===== config.mk =====
export PLATFORM = sky130hd
export DESIGN_NAME = uart_tx_multi
export DESIGN_NICKNAME = d
export VERILOG_FILES = /design/src/rtl/uart_pkg.sv /design/src/rtl/uart_tx_fifo.sv /design/src/rtl/uart_tx_multi.sv
export SDC_FILE = /design/constraint.sdc
export NUM_CORES = 1
export LEC_CHECK = 0
export ABC_AREA = 0
export BUFFER_PORTS_ARGS = -buffer_cell sky130_fd_sc_hd__buf_2
export CELL_PAD_IN_SITES_DETAIL_PLACEMENT = 0
export CELL_PAD_IN_SITES_GLOBAL_PLACEMENT = 1
export CORE_UTILIZATION = 30
export DETAILED_ROUTE_END_ITERATION = 8
export PLACE_DENSITY_LB_ADDON = 0.3
export SYNTH_ARGS = -nofsm -noshare
export SYNTH_HDL_FRONTEND = slang
export SYNTH_SLANG_ARGS = --single-unit

===== constraint.sdc =====
create_clock -name CLK -period 4.5 [get_ports CLK]
set_input_delay 0.225 -clock CLK [delete_from_list [all_inputs] [get_ports CLK]]
set_output_delay 0.225 -clock CLK [all_outputs]
set_load 0.05 [all_outputs]

===== src/rtl/uart_pkg.sv =====
// Shared types and parity helper for the multi-format UART transmitter.
package uart_pkg;

  localparam int unsigned MaxDataWidth = 9;

  typedef enum logic [2:0] {
    IDLE,
    START,
    DATA,
    PARITY,
    STOP
  } tx_state_e;

  typedef struct packed {
    logic par_en;
    logic par_typ;
    logic stop2;
  } tx_cfg_t;

  // Data narrower than MaxDataWidth is zero-extended by the caller; parity is unaffected.
  function automatic logic calc_parity(input logic [MaxDataWidth-1:0] data,
                                       input logic                    par_typ);
    return (^data) ^ par_typ;
  endfunction

endpackage


===== src/rtl/uart_tx_fifo.sv =====
// Synchronous FIFO buffering words (with their frame config) ahead of the UART shifter.
module uart_tx_fifo #(
  parameter int unsigned WIDTH = 11,
  parameter int unsigned DEPTH = 4
) (
  input  logic             i_clk,
  input  logic             i_rst,
  input  logic             i_push,
  input  logic [WIDTH-1:0] i_data,
  input  logic             i_pop,
  output logic [WIDTH-1:0] o_data,
  output logic             o_full,
  output logic             o_empty
);

  localparam int unsigned PtrW = $clog2(DEPTH);

  logic [WIDTH-1:0] r_mem [DEPTH];
  logic [PtrW-1:0]  r_wr_ptr;
  logic [PtrW-1:0]  r_rd_ptr;
  logic [PtrW:0]    r_count;
  logic             w_push;
  logic             w_pop;

  assign o_full  = (r_count == (PtrW + 1)'(DEPTH));
  assign o_empty = (r_count == '0);
  assign o_data  = r_mem[r_rd_ptr];
  assign w_push  = i_push && !o_full;
  assign w_pop   = i_pop && !o_empty;

  always_ff @(posedge i_clk or posedge i_rst) begin
    if (i_rst) begin
      r_wr_ptr <= '0;
      r_rd_ptr <= '0;
      r_count  <= '0;
    end else begin
      if (w_push) r_wr_ptr <= r_wr_ptr + 1'b1;
      if (w_pop)  r_rd_ptr <= r_rd_ptr + 1'b1;
      unique case ({w_push, w_pop})
        2'b10:   r_count <= r_count + 1'b1;
        2'b01:   r_count <= r_count - 1'b1;
        default: r_count <= r_count;
      endcase
    end
  end

  // Storage needs no reset: the cleared count makes stale entries unreachable.
  always_ff @(posedge i_clk) begin
    if (w_push) r_mem[r_wr_ptr] <= i_data;
  end

endmodule


===== src/rtl/uart_tx_multi.sv =====
// UART transmitter: runtime prescaler, per-word parity/stop config, buffered input.
// Define UART_TX_FIFO_EN for a FIFO_DEPTH-entry input FIFO; otherwise a single holding register.
module uart_tx_multi
  import uart_pkg::*;
#(
  parameter int unsigned DATA_WIDTH     = 8,
  parameter int unsigned PRESCALE_WIDTH = 8,
  parameter int unsigned FIFO_DEPTH     = 4
) (
  input  logic                      CLK,
  input  logic                      RST,
  input  logic [DATA_WIDTH-1:0]     P_DATA,
  input  logic                      Data_valid,
  output logic                      Data_ready,
  input  logic                      PAR_EN,
  input  logic                      PAR_TYP,
  input  logic                      STOP2,
  input  logic [PRESCALE_WIDTH-1:0] PRESCALE,
  output logic                      TX_OUT,
  output logic                      busy
);

  localparam int unsigned EntryW  = DATA_WIDTH + 3;
  localparam int unsigned BitCntW = $clog2(DATA_WIDTH);
  localparam logic [BitCntW-1:0] LastBit = BitCntW'(DATA_WIDTH - 1);

  if (DATA_WIDTH < 5 || DATA_WIDTH > MaxDataWidth || FIFO_DEPTH < 2 ||
      (FIFO_DEPTH & (FIFO_DEPTH - 1)) != 0) begin : g_bad_params
    $error("uart_tx_multi: illegal DATA_WIDTH or FIFO_DEPTH");
  end

  tx_cfg_t                   w_in_cfg;
  logic [EntryW-1:0]         w_in_entry;
  logic                      w_push;
  logic                      w_pop;
  logic                      w_buf_valid;
  logic [EntryW-1:0]         w_buf_entry;
  tx_cfg_t                   w_buf_cfg;
  logic [DATA_WIDTH-1:0]     w_buf_data;
  logic [MaxDataWidth-1:0]   w_par_ext;
  logic [PRESCALE_WIDTH-1:0] w_presc_m1;
  logic                      w_tick;
  logic                      w_frame_end;

  tx_state_e                 r_state;
  tx_cfg_t                   r_cfg;
  logic [DATA_WIDTH-1:0]     r_shift;
  logic                      r_par_bit;
  logic [PRESCALE_WIDTH-1:0] r_presc_m1;
  logic [PRESCALE_WIDTH-1:0] r_div;
  logic [BitCntW-1:0]        r_bit_cnt;
  logic                      r_stop_cnt;
  logic                      r_tx;
  logic                      r_busy;

  always_comb begin
    w_in_cfg         = '0;
    w_in_cfg.par_en  = PAR_EN;
    w_in_cfg.par_typ = PAR_TYP;
    w_in_cfg.stop2   = STOP2;
  end

  assign w_in_entry = {w_in_cfg, P_DATA};
  assign w_push     = Data_valid && Data_ready;

`ifdef UART_TX_FIFO_EN
  logic w_full;
  logic w_empty;

  uart_tx_fifo #(
    .WIDTH (EntryW),
    .DEPTH (FIFO_DEPTH)
  ) u_fifo (
    .i_clk   (CLK),
    .i_rst   (RST),
    .i_push  (w_push),
    .i_data  (w_in_entry),
    .i_pop   (w_pop),
    .o_data  (w_buf_entry),
    .o_full  (w_full),
    .o_empty (w_empty)
  );

  assign Data_ready  = !w_full;
  assign w_buf_valid = !w_empty;
`else
  logic              r_hold_valid;
  logic [EntryW-1:0] r_hold_entry;

  // Push needs an empty holder and pop a full one, so they never coincide.
  always_ff @(posedge CLK or posedge RST) begin
    if (RST) begin
      r_hold_valid <= 1'b0;
      r_hold_entry <= '0;
    end else if (w_push) begin
      r_hold_valid <= 1'b1;
      r_hold_entry <= w_in_entry;
    end else if (w_pop) begin
      r_hold_valid <= 1'b0;
    end
  end

  assign Data_ready  = !r_hold_valid;
  assign w_buf_valid = r_hold_valid;
  assign w_buf_entry = r_hold_entry;
`endif

  assign w_buf_cfg  = tx_cfg_t'(w_buf_entry[EntryW-1 -: 3]);
  assign w_buf_data = w_buf_entry[DATA_WIDTH-1:0];

  always_comb begin
    w_par_ext                 = '0;
    w_par_ext[DATA_WIDTH-1:0] = w_buf_data;
  end

  assign w_presc_m1  = (PRESCALE == '0) ? '0 : PRESCALE - PRESCALE_WIDTH'(1);
  assign w_tick      = (r_div == r_presc_m1);
  assign w_frame_end = (r_state == STOP) && w_tick && (!r_cfg.stop2 || r_stop_cnt);
  // Loading from IDLE or straight out of the last stop bit keeps frames back-to-back.
  assign w_pop       = w_buf_valid && ((r_state == IDLE) || w_frame_end);

  always_ff @(posedge CLK or posedge RST) begin
    if (RST) begin
      r_state    <= IDLE;
      r_cfg      <= '0;
      r_shift    <= '0;
      r_par_bit  <= 1'b0;
      r_presc_m1 <= '0;
      r_div      <= '0;
      r_bit_cnt  <= '0;
      r_stop_cnt <= 1'b0;
      r_tx       <= 1'b1;
      r_busy     <= 1'b0;
    end else if (w_pop) begin
      r_state    <= START;
      r_cfg      <= w_buf_cfg;
      r_shift    <= w_buf_data;
      r_par_bit  <= calc_parity(w_par_ext, w_buf_cfg.par_typ);
      r_presc_m1 <= w_presc_m1;
      r_div      <= '0;
      r_bit_cnt  <= '0;
      r_stop_cnt <= 1'b0;
      r_tx       <= 1'b0;
      r_busy     <= 1'b1;
    end else begin
      if (r_state != IDLE) r_div <= w_tick ? '0 : r_div + PRESCALE_WIDTH'(1);
      unique case (r_state)
        IDLE: begin
          r_tx   <= 1'b1;
          r_busy <= 1'b0;
        end
        START: begin
          if (w_tick) begin
            r_state <= DATA;
            r_tx    <= r_shift[0];
          end
        end
        DATA: begin
          if (w_tick) begin
            if (r_bit_cnt == LastBit) begin
              r_state    <= r_cfg.par_en ? PARITY : STOP;
              r_tx       <= r_cfg.par_en ? r_par_bit : 1'b1;
              r_stop_cnt <= 1'b0;
            end else begin
              r_bit_cnt <= r_bit_cnt + 1'b1;
              r_shift   <= r_shift >> 1;
              r_tx      <= r_shift[1];
            end
          end
        end
        PARITY: begin
          if (w_tick) begin
            r_state    <= STOP;
            r_tx       <= 1'b1;
            r_stop_cnt <= 1'b0;
          end
        end
        STOP: begin
          if (w_frame_end) begin
            r_state <= IDLE;
            r_busy  <= 1'b0;
            r_tx    <= 1'b1;
          end else if (w_tick) begin
            r_stop_cnt <= 1'b1;
          end
        end
        default: r_state <= IDLE;
      endcase
    end
  end

  assign TX_OUT = r_tx;
  assign busy   = r_busy;

endmodule


Word level (Yosys, flattened, before mapping) --
Index checks and enable logic that the tools add are counted.
Storage, ports and cells: input port bits 22, register bits 48, word-level logic and storage cells 95, output and inout port bits 3
Cells by class: mux-type cells 39, eq/ne operators 15, bitwise operators 1, $add $sub $neg 3, reductions and logical operators 24
Operator list (number):
- 8-bit two-way mux | 8
- 3-bit two-way mux | 11
- 3-bit != test, second input constant | 7
- 1-bit two-way mux | 16
- 3-bit one-hot mux with 5 select lines | 1
- 6-bit AND reduction | 2
- 9-bit parity | 1
- 8-bit by 1-bit adder with 8-bit output, second input constant | 1
- 8-bit == test | 1
- 8-bit zero test | 1
- 2-bit nonzero test | 4
- 8-bit by 1-bit subtractor with 8-bit output, second input constant | 1
- 3-bit by 2-bit == test with 1-bit output, second input constant | 2
- 3-bit == test, second input constant | 2
- 3-bit nonzero test | 2
- 6-bit nonzero test | 1
- 1-bit one-hot mux with 5 select lines | 1
- 5-bit AND reduction | 1
- 1-bit logical AND | 4
- 2-bit != test, second input constant | 2
- 4-bit nonzero test | 1
- 3-bit by 1-bit adder with 3-bit output, second input constant | 1
- 3-bit by 1-bit == test with 1-bit output, second input constant | 1
- 3-bit zero test | 1
- 7 further kinds | 9

Logic depth before layout (Yosys ltp) --
Gate-level depths: netlist of the first run.
depth in word-level cells 7, depth in mapped cells 7, depth with buffers taken out 7

Worst setup path before layout of the first run --
No wires, ideal clock.
path type flip-flop to flip-flop, start point register r_bit_cnt[0], end point register r_shift[1], path buffers 1, setup slack 2477 ps, data required time 4374 ps, arrival 1896 ps, cell stages (with the launch flop) 8, setup time 126 ps, clock period less this slack 2023 ps, path through dfrtp_1 ha_1 ha_1 nor3_2 nand3_4 and3_4 buf_6 a221o_1
Between the ends: longest elaborated chain between the ends 3
RTL lines:
- start: declaration | RTL line uart_tx_multi.sv:51 | logic [BitCntW-1:0] r_bit_cnt;
- start signal: assignment | RTL line uart_tx_multi.sv:165 | r_bit_cnt <= r_bit_cnt + 1'b1;
- 3-bit == test | RTL line uart_tx_multi.sv:160 | if (r_bit_cnt == LastBit) begin
- 2-bit != test (no source line)
- 3-bit AND reduction (no source line)
- end signal: assignment | RTL line uart_tx_multi.sv:137 | r_shift <= w_buf_data;
- end signal: assignment | RTL line uart_tx_multi.sv:166 | r_shift <= r_shift >> 1;
- end: declaration | RTL line uart_tx_multi.sv:47 | logic [DATA_WIDTH-1:0] r_shift;
Every way passes these cells. A chain may end at the register's enable or synchronous reset.

Worst setup path in the final report of the first run --
start point register r_state[2], end point register r_cfg[2] (netlist bit)
Between the ends: longest elaborated chain between the ends 5, elaborated cells between the ends (all ways) 6, classes of those cells eq/ne: 1; reduce/logical: 5
RTL lines:
- start: declaration | RTL line uart_tx_multi.sv:45 | tx_state_e r_state;
- start signal: assignment | RTL line uart_tx_multi.sv:161 | r_state <= r_cfg.par_en ? PARITY : STOP;
- 3-bit == test | RTL line uart_tx_multi.sv:118 | assign w_frame_end = (r_state == STOP) && w_tick && (!r_cfg.stop2 || r_stop_cnt);
- 1-bit logical AND (2 in series) | RTL line uart_tx_multi.sv:118
- 1-bit logical OR * | RTL line uart_tx_multi.sv:120 | assign w_pop = w_buf_valid && ((r_state == IDLE) || w_frame_end);
- 1-bit logical AND * | RTL line uart_tx_multi.sv:120
- end signal: assignment | RTL line uart_tx_multi.sv:136 | r_cfg <= w_buf_cfg;
- end: declaration | RTL line uart_tx_multi.sv:46 | tx_cfg_t r_cfg;
Mark *: on every way between the ends. The rest lies on a longest branch, timed or not.

==> results of run 1 <==
[layer usage]
metal / track usage [%] / vias to the layer above / share of wire (%)
met2: 18.9 / 25 / 46
li1: - / 872 / -
met4: 4.23 / 0 / 1.3
met3: 2.67 / 5 / 2.0
met1: 17.1 / 840 / 51
met5: 0 / - / 0
[cell families after synthesis]
kind of cell	share of synthesized area, %
fa+ha+maj	1.97
flops	47.4
buf+inv	3.35
mux	9.66
simple gates	18.1
compound gates	11.3
xor+xnor	8.28
[flip-flops by register name (all words and copies together), names as in the netlist]
register / count
r_bit_cnt: 3
r_presc_m1: 8
r_shift: 8
r_hold_entry: 11
r_hold_valid: 1
r_stop_cnt: 1
r_cfg: 2
TX_OUT: 1
busy: 1
r_state: 3
r_par_bit: 1
r_div: 8
[cell usage in the layout (no fill, tap or decap), types with 5 or more instances in the layout]
cell and n:
o21ai_0 11, nand2_1 11, inv_1 7, mux2i_1 5
clkbuf_8 6, a21oi_1 6, xnor2_1 11, and3_1 7
a221o_1 7, mux2_2 15, dfrtp_1 47, buf_2 24
o31ai_1 8, xor2_1 13, nand3_1 10, nor2_1 20
[power breakdown]
part / total (mW) / internal, mW / leakage, nW / switching [mW]
Clock: 0.331 / 0.182 / 0.0614 / 0.149
Sequential: 0.774 / 0.610 / 0.592 / 0.164
Combinational: 0.694 / 0.337 / 0.618 / 0.357
Total: 1.80 / 1.13 / 1.27 / 0.670
[layout make-up]
| cell class | instances | area [µm²] | share of cell area, % |
|---|---|---|---|
| Clock buffer | 6 | 82.6 | 2.89 |
| Clock inverter | 2 | 38.8 | 1.36 |
| Inverter | 8 | 30.0 | 1.05 |
| Multi-Input combinational cell | 167 | 1250 | 43.8 |
| Sequential cell | 48 | 1200 | 42.1 |
| Tap cell | 105 | 131 | 4.60 |
| Timing Repair Buffer | 24 | 120 | 4.20 |
[metrics by stage]
stage / setup WS, ps / instance area (µm²)
floorplan: 2480 / 2540
detailed placement: 2200 / 2740
global placement: 2220 / 2740
global route: 2030 / 2860
CTS: 2200 / 2860
finish: 2180 / 2860
[worst max-delay path, stage by stage, from the launching register on]
cell and delay, ps:
dfrtp_1 520, nor3_2 640, nand2_2 280, nand2_2 390, mux2_2 380
[final timing paths]
check / startpoint / to / slack [ps] / depth (start not counted)
setup / recovery: r_state[2] / r_cfg[2] / 2180 / 4
hold / removal: P_DATA[7] / r_hold_entry[7] / 110 / 3
setup reg to reg: r_state[2] / r_cfg[2] / 2180 / 4
hold reg to reg: r_shift[6] / r_shift[6] / 510 / 1
max in group asynchronous: RST / r_shift[0] / 3730 / 2
min in group asynchronous: RST / r_bit_cnt[1] / 160 / 2
==> impl_metrics.yaml, run 1 <==
run_status:
  status: "finished, final reports clean"
sta:
  fin_crit_sh_pct: 51.6
  fin_setup_tns_ps: 0
  fin_crit_ps: 2320
  slew_headroom_pct: 33.1
  setup_viol: 0
  timing.hold.ws_ps: 110
  fmax_mhz: 431
  hold_viol_final: 0
  drv_slew: 0
  rsz0062_at_grt: "no"
  fin_worst_skew_ps: 12.7
  worst_pin_slew_ps: 1000
layout:
  synthToLayoutAreaGrowth_pct: 12.5
  fin_util_pct: 34.8
  fin_cells: 360
  antenna_cells: 0
  nFillCells: 816
  fin_nets: 280
  drive_gt1_share_pct: 23.9
logic_synthesis:
  synth_edf_count: 0
  synthTopCellsByCount: "dfrtp_1, nor2_1, mux2_2, xor2_1"
  synth.distinct_cells: 45
  avgSynthCellArea_um2: 11.0
  synth_nets: 257
  ys_warn_count: 0
  synth.most_common_cell: "dfrtp_1"
  yosys-top-cells-area: "dfrtp_1, mux2_2, xor2_1, xnor2_1, nor2_1"
  synth_flop_cell: "dfrtp_1"
  synth_seq_cells: 48
  async_reset_ff_share_pct: 100
  syn-cell-area_mm2: 0.00254
  syn_inst: 231
  yosys.area.top_type_share_pct: 46.3
  synth.largest_area_cell: "dfrtp_1"
  ys_seq_area_share_pct: 47.4
setup_path:
  cp_max_fo: 17
  cp.arrival_ps: 2510
  start_kind: "register"
  cp-end-kind: "register"
  critPathKind: "register to register"
  required_ps: 4690
floorplanning:
  initial_core_util_pct: 30.9
  die_w_um: 94.0
  io_pins: 25
  fp.dieH_um: 94.0
  core_area_mm2: 0.00822
  num_rows: 33
  dieArea_mm2: 0.00883
grt:
  first_global_vias: 1680
  grt-ovfl-total: 0
  grt_max_degree: 49
  antenna_found_initial: 0
  track_usage_pct: 12.3
  grt_pass1_wl_mm: 8.41
pwr:
  p_per_area_mw_per_mm2: 630
  cellLeakagePower_nw: 1.27
  total_power_mw: 1.80
  ir_drop_uv: 245
cts:
  cts_tree: "built"
  cts_root_buf: "clkbuf_8"
  insertion_delay_ps: 310
  cts.hold.buffers_added: 0
  cts_buffer_depth: 2
  numCtsBuffers: 5
  cts_max_level: 2
  cts.sink_count: 48
  clk_pin_slew_ps: 100
  post_cts_buffers: 0
  cts_resized: 0
routing:
  drtIter0Drc: 94
  ant_nets: 0
  drt-total-wl_mm: 4.94
  wl_per_cell_um: 13.7
  dr.pass1.iters: 4
  drt-vias-per-instance: 4.84
  route.detailed.drc: 0
  via_count: 1742
job:
  cap_violations: 0
place:
  placed_cells: 352
  routabilityCongestion: 0.731
  dp_hpwl_mm: 3.55
  io_buffers: 24
worst_hold_path:
  hold_class: "input pin to register"
Power figures use the tool's default switching activity.
==> inputs of run 2 (changes only) <==
==> constraint.sdc (replaced) <==
create_clock -name CLK -period 2.05 [get_ports CLK]
set_input_delay 0.1025 -clock CLK [delete_from_list [all_inputs] [get_ports CLK]]
set_output_delay 0.1025 -clock CLK [all_outputs]
set_load 0.05 [all_outputs]
==> impl_metrics.yaml, run 2 (same netlist as run 1, synthesis figures left out) <==
run_status:
  status: "finished, final reports clean"
setup_path:
  reg2reg_slack_ps: 110
  reg2reg_from: "r_div[0]"
  cpPeakStageDelay_ps: 440
  cp.arrival_ps: 2130
  critPathKind: "register to register"
  reg2regPathDepth: 5
  cp-end-kind: "register"
  start_kind: "register"
  crit_slowest_cell: "dfrtp_1"
  rr_endpoint: "r_cfg[0]"
  required_ps: 2240
  cp_max_fo: 8
  crit_chain: "xor2_1, nor4_4, nand3_4, and2_1, mux2_4"
routing:
  route.detailed.drc: 0
  wl_per_cell_um: 14.0
  drt-vias-per-instance: 4.80
  dr.pass1.iters: 4
  drtIter0Drc: 122
  drt-total-wl_mm: 5.29
  top_layer_used: "met4"
  met3WireLength_um: 142
  route.met2.wl_mm: 2.42
  ant_nets: 0
  wl_met1_mm: 2.67
  via_count: 1815
sta:
  drv_slew: 0
  fin_crit_ps: 1940
  setup_viol: 0
  fmax_mhz: 516
  worst_pin_slew_ps: 363
  rsz0062_at_grt: "no"
  fin_setup_tns_ps: 0
  slew_headroom_pct: 75.6
  fin_crit_sh_pct: 94.5
  fin_worst_skew_ps: 14.4
  hold_viol_final: 0
layout:
  antenna_cells: 0
  final_cell_mix: "dfrtp_1, buf_2, nor2_1"
  synthToLayoutAreaGrowth_pct: 18.2
  nFillCells: 803
  largest_reg_flops: 11
  layout_commonest_cell: "dfrtp_1"
  drive_gt1_share_pct: 28.2
  final_area_mm2: 0.00300
  fin_nets: 298
  largest-register: "r_hold_entry"
pwr:
  cellLeakagePower_nw: 1.36
  total_power_mw: 4.09
  p_per_area_mw_per_mm2: 1360
  ir_drop_uv: 503
cts:
  cts_root_buf: "clkbuf_8"
  clk_pin_slew_ps: 100
  insertion_delay_ps: 300
  cts_tree: "built"
  cts.sink_count: 48
  cts_max_level: 2
  numCtsBuffers: 5
  post_cts_buffers: 0
  cts_buffer_depth: 2
job:
  cap_violations: 0
floorplanning:
  core_area_mm2: 0.00822
  die_w_um: 94.0
  num_rows: 33
  initial_core_util_pct: 30.9
  fp.dieH_um: 94.0
  dieArea_mm2: 0.00883
  io_pins: 25
place:
  routabilityCongestion: 0.753
  dp_hpwl_mm: 3.94
  place_area_mm2: 0.00286
  io_buffers: 24
grt:
  track_usage_pct: 13.2
  grt_pass1_wl_mm: 8.99
  first_global_vias: 1782
  grt-ovfl-total: 0
  antenna_found_initial: 0
  grt_max_degree: 19
worst_hold_path:
  min_path_cells: 2
  hold_class: "input pin to register"
  min_to: "r_hold_entry[4]"
  hp-start: "P_DATA[4]"
-- run 2: cell count changes in the layout (fill, tap and decap cells not counted) --
cell           before  now
dlygate4sd3_1       0    2
nand2_2             2    1
buf_4               0   16
nand2_4             0    1
-- run 2: layout make-up --
cell class | instances | area, µm² | area share (%)
Multi-Input combinational cell | 167 | 1260 | 41.9
Sequential cell | 48 | 1200 | 40.1
Timing Repair Buffer | 42 | 260 | 8.67
Tap cell | 105 | 131 | 4.38
Clock buffer | 6 | 82.6 | 2.75
Clock inverter | 2 | 38.8 | 1.29
Inverter | 8 | 30.0 | 1.00
-- run 2: worst max path at each step --
| stage | startpoint | end | slack, ps | cells after the start |
|---|---|---|---|---|
| 2_1_floorplan | r_bit_cnt[0] | r_shift[1] | 30 | 7 |
| 3_3_place_gp | r_div[6] | r_stop_cnt | 120 | 6 |
| 3_5_place_dp | r_bit_cnt[0] | r_shift[5] | 130 | 6 |
| 4_1_cts | r_bit_cnt[0] | r_shift[5] | 110 | 6 |
| 5_1_grt | r_div[6] | r_stop_cnt | 5 | 6 |
| 6_report | r_div[0] | r_cfg[0] | 110 | 5 |
-- run 2: power by group --
| group | total, mW | internal, mW | leakage [nW] | switching (mW) |
|---|---|---|---|---|
| clock network | 0.723 | 0.399 | 0.0614 | 0.324 |
| logic | 1.72 | 0.843 | 0.707 | 0.880 |
| registers | 1.65 | 1.34 | 0.592 | 0.307 |
| total | 4.09 | 2.58 | 1.36 | 1.51 |
-- run 2: per-stage QoR --
stage / setup slack (ps) / util (%) / std cells / hold WS (ps)
after floorplan: 27.4 / - / 231 / 202
after global placement: 117 / 34.7 / 368 / 86.6
after detailed placement: 134 / 34.7 / 368 / 87.9
after CTS: 111 / 36.5 / 378 / 20.9
after global routing: 4.99 / 36.5 / 378 / 14.0
final: 112 / 36.5 / 378 / 30.2
-- run 2: timing repair --
item,4_1_cts,5_1_grt
endpoints found under the setup margin,0,1
hold endpoints to repair,14,0
hold buffers,2,0
resized for setup,0,1
-- run 2: per-layer routing --
layer	up-vias	global-route usage, %
li1	905	-
met1	879	18.7
met2	27	20.3
met3	4	2.27
met4	0	4.74
met5	-	0
-- run 2: critical path, delay by kind of cell, from the launching register on --
| kind | cells | cell delay [ps] |
|---|---|---|
| flip-flops | 1 | 440 |
| AND/OR/NAND/NOR | 3 | 900 |
| multiplexers | 1 | 330 |
| XOR/XNOR | 1 | 190 |
==> inputs of run 3 (changes only) <==
--- a/config.mk
+++ b/config.mk
@@ -6,12 +6,14 @@
 export NUM_CORES = 1
 export LEC_CHECK = 0
 export ABC_AREA = 0
+export ABC_CLOCK_PERIOD_IN_PS = 2050
 export BUFFER_PORTS_ARGS = -buffer_cell sky130_fd_sc_hd__buf_2
 export CELL_PAD_IN_SITES_DETAIL_PLACEMENT = 0
 export CELL_PAD_IN_SITES_GLOBAL_PLACEMENT = 1
 export CORE_UTILIZATION = 30
 export DETAILED_ROUTE_END_ITERATION = 8
 export PLACE_DENSITY_LB_ADDON = 0.3
+export RECOVER_POWER = 100
 export SYNTH_ARGS = -nofsm -noshare
 export SYNTH_HDL_FRONTEND = slang
 export SYNTH_SLANG_ARGS = --single-unit
==> impl_metrics.yaml, run 3 (same netlist as run 1, synthesis figures left out) <==
setup_path:
  critPathBufInv: 0
  critPathKind: "register to register"
  start_kind: "register"
  cp-end-kind: "register"
  cp.arrival_ps: 2130
  reg2regPathDepth: 5
  cp_max_fo: 8
  path_delay_family: "simple AND/OR/NAND/NOR gates"
  critPathLaunch: "r_div[0]"
  rr_endpoint: "r_cfg[0]"
  reg2reg_slack_ps: 110
  reg2reg_from: "r_div[0]"
  crit_chain: "xor2_1, nor4_4, nand3_4, and2_1, mux2_4"
  cpPeakStageDelay_ps: 440
  crit_slowest_cell: "dfrtp_1"
  required_ps: 2240
place:
  io_buffers: 24
  dp_hpwl_mm: 3.94
  routabilityCongestion: 0.753
  place_area_mm2: 0.00286
sta:
  timing.hold.ws_ps: 30.2
  fin_worst_skew_ps: 14.0
  worst_pin_slew_ps: 643
  rsz0062_at_grt: "no"
  setup_viol: 0
  hold_viol_final: 0
  slew_headroom_pct: 57.1
  fmax_mhz: 516
  fin_crit_sh_pct: 94.6
  fin_setup_tns_ps: 0
  drv_slew: 0
  fin_crit_ps: 1940
pwr:
  switching_share_pct: 37.2
  total_power_mw: 4.07
  cellLeakagePower_nw: 1.34
  netSwitchingPower_mw: 1.51
  intPower_mw: 2.56
  clkPwrFrac_pct: 17.8
  p_comb_share_pct: 41.7
  p_per_area_mw_per_mm2: 1370
  ir_drop_uv: 503
  power_frac_seq_pct: 40.5
worst_hold_path:
  hp-start: "P_DATA[0]"
  hold_class: "input pin to register"
  min_to: "r_hold_entry[0]"
  min_path_cells: 2
floorplanning:
  dieArea_mm2: 0.00883
  num_rows: 33
  core_area_mm2: 0.00822
  io_pins: 25
  initial_core_util_pct: 30.9
  die_w_um: 94.0
  fp.dieH_um: 94.0
routing:
  route.detailed.drc: 0
  drt-vias-per-instance: 4.83
  ant_nets: 0
  dr.pass1.iters: 4
  drt-total-wl_mm: 5.30
  wl_per_cell_um: 14.0
  drtIter0Drc: 124
  via_count: 1826
grt:
  track_usage_pct: 13.2
  grt_pass1_wl_mm: 8.99
  antenna_found_initial: 0
  grt_max_degree: 19
  first_global_vias: 1782
  grt-ovfl-total: 0
layout:
  multiInputGateArea_mm2: 0.00126
  final_cell_mix: "dfrtp_1, buf_2, nor2_1"
  synthToLayoutAreaGrowth_pct: 17.3
  nFillCells: 805
  final_area_mm2: 0.00298
  drive_gt1_share_pct: 25.6
  fin_nets: 298
  layout.area.seq_mm2: 0.00120
  largest_reg_flops: 11
  antenna_cells: 0
  largest-register: "r_hold_entry"
  layout_commonest_cell: "dfrtp_1"
cts:
  cts_tree: "built"
  cts_root_buf: "clkbuf_8"
  cts_buffer_depth: 2
  clk_pin_slew_ps: 90
  numCtsBuffers: 5
  cts.sink_count: 48
  cts_max_level: 2
  insertion_delay_ps: 300
job:
  cap_violations: 0
run_status:
  status: "finished, final reports clean"
==> run 3: power by group through the flow <==
stage | registers [mW] | clock network [mW] | logic [mW]
finish | 1.65 | 0.724 | 1.70
global route | 1.70 | 0.780 | 1.88
CTS | 1.65 | 0.748 | 1.75
detailed placement | 1.67 | 0 | 1.73
global placement | 1.67 | 0 | 1.74
floorplan | 1.66 | 0 | 1.29
==> run 3: stage by stage <==
| stage | setup slack [ps] | std cells | utilization (%) |
|---|---|---|---|
| after floorplan | 27.4 | 231 | - |
| after global placement | 117 | 368 | 34.7 |
| after detailed placement | 134 | 368 | 34.7 |
| after CTS | 111 | 378 | 36.5 |
| after global routing | 4.99 | 378 | 36.3 |
| final | 112 | 378 | 36.3 |
==> run 3: timing repair <==
action | CTS | global route
gates resized for setup | 0 | 1
setup buffers | 0 | 0
setup endpoints to repair | 0 | 1
hold endpoints to repair | 14 | 0
hold buffers | 2 | 0
==> run 3: worst max path at each step <==
stage / end / slack [ps] / cells after the start
final: r_cfg[0] / 110 / 5
after global routing: r_stop_cnt / 5 / 6
after CTS: r_shift[5] / 110 / 6
after detailed placement: r_shift[5] / 130 / 6
after global placement: r_stop_cnt / 120 / 6
after floorplan: r_shift[1] / 30 / 7
==> run 3: per-layer routing <==
metal / vias to the layer above / GRT usage [%] / wire length (µm)
li1: 906 / - / -
met1: 883 / 18.7 / 2680
met2: 33 / 20.3 / 2410
met3: 4 / 2.27 / 154
met4: 0 / 4.74 / 63
met5: - / 0 / 0
==> run 3: worst register-to-register path: cells and delay by family, from the launching register on <==
kind	cells	cell delay [ps]
mux	1	330
flops	1	440
xor+xnor	1	190
simple gates	3	900
==> run 3: final cells by class <==
type,instances,area share (%)
Clock inverter,2,1.30
Clock buffer,6,2.77
Timing Repair Buffer,42,7.98
Inverter,8,1.01
Sequential cell,48,40.4
Multi-Input combinational cell,167,42.2
Tap cell,105,4.41
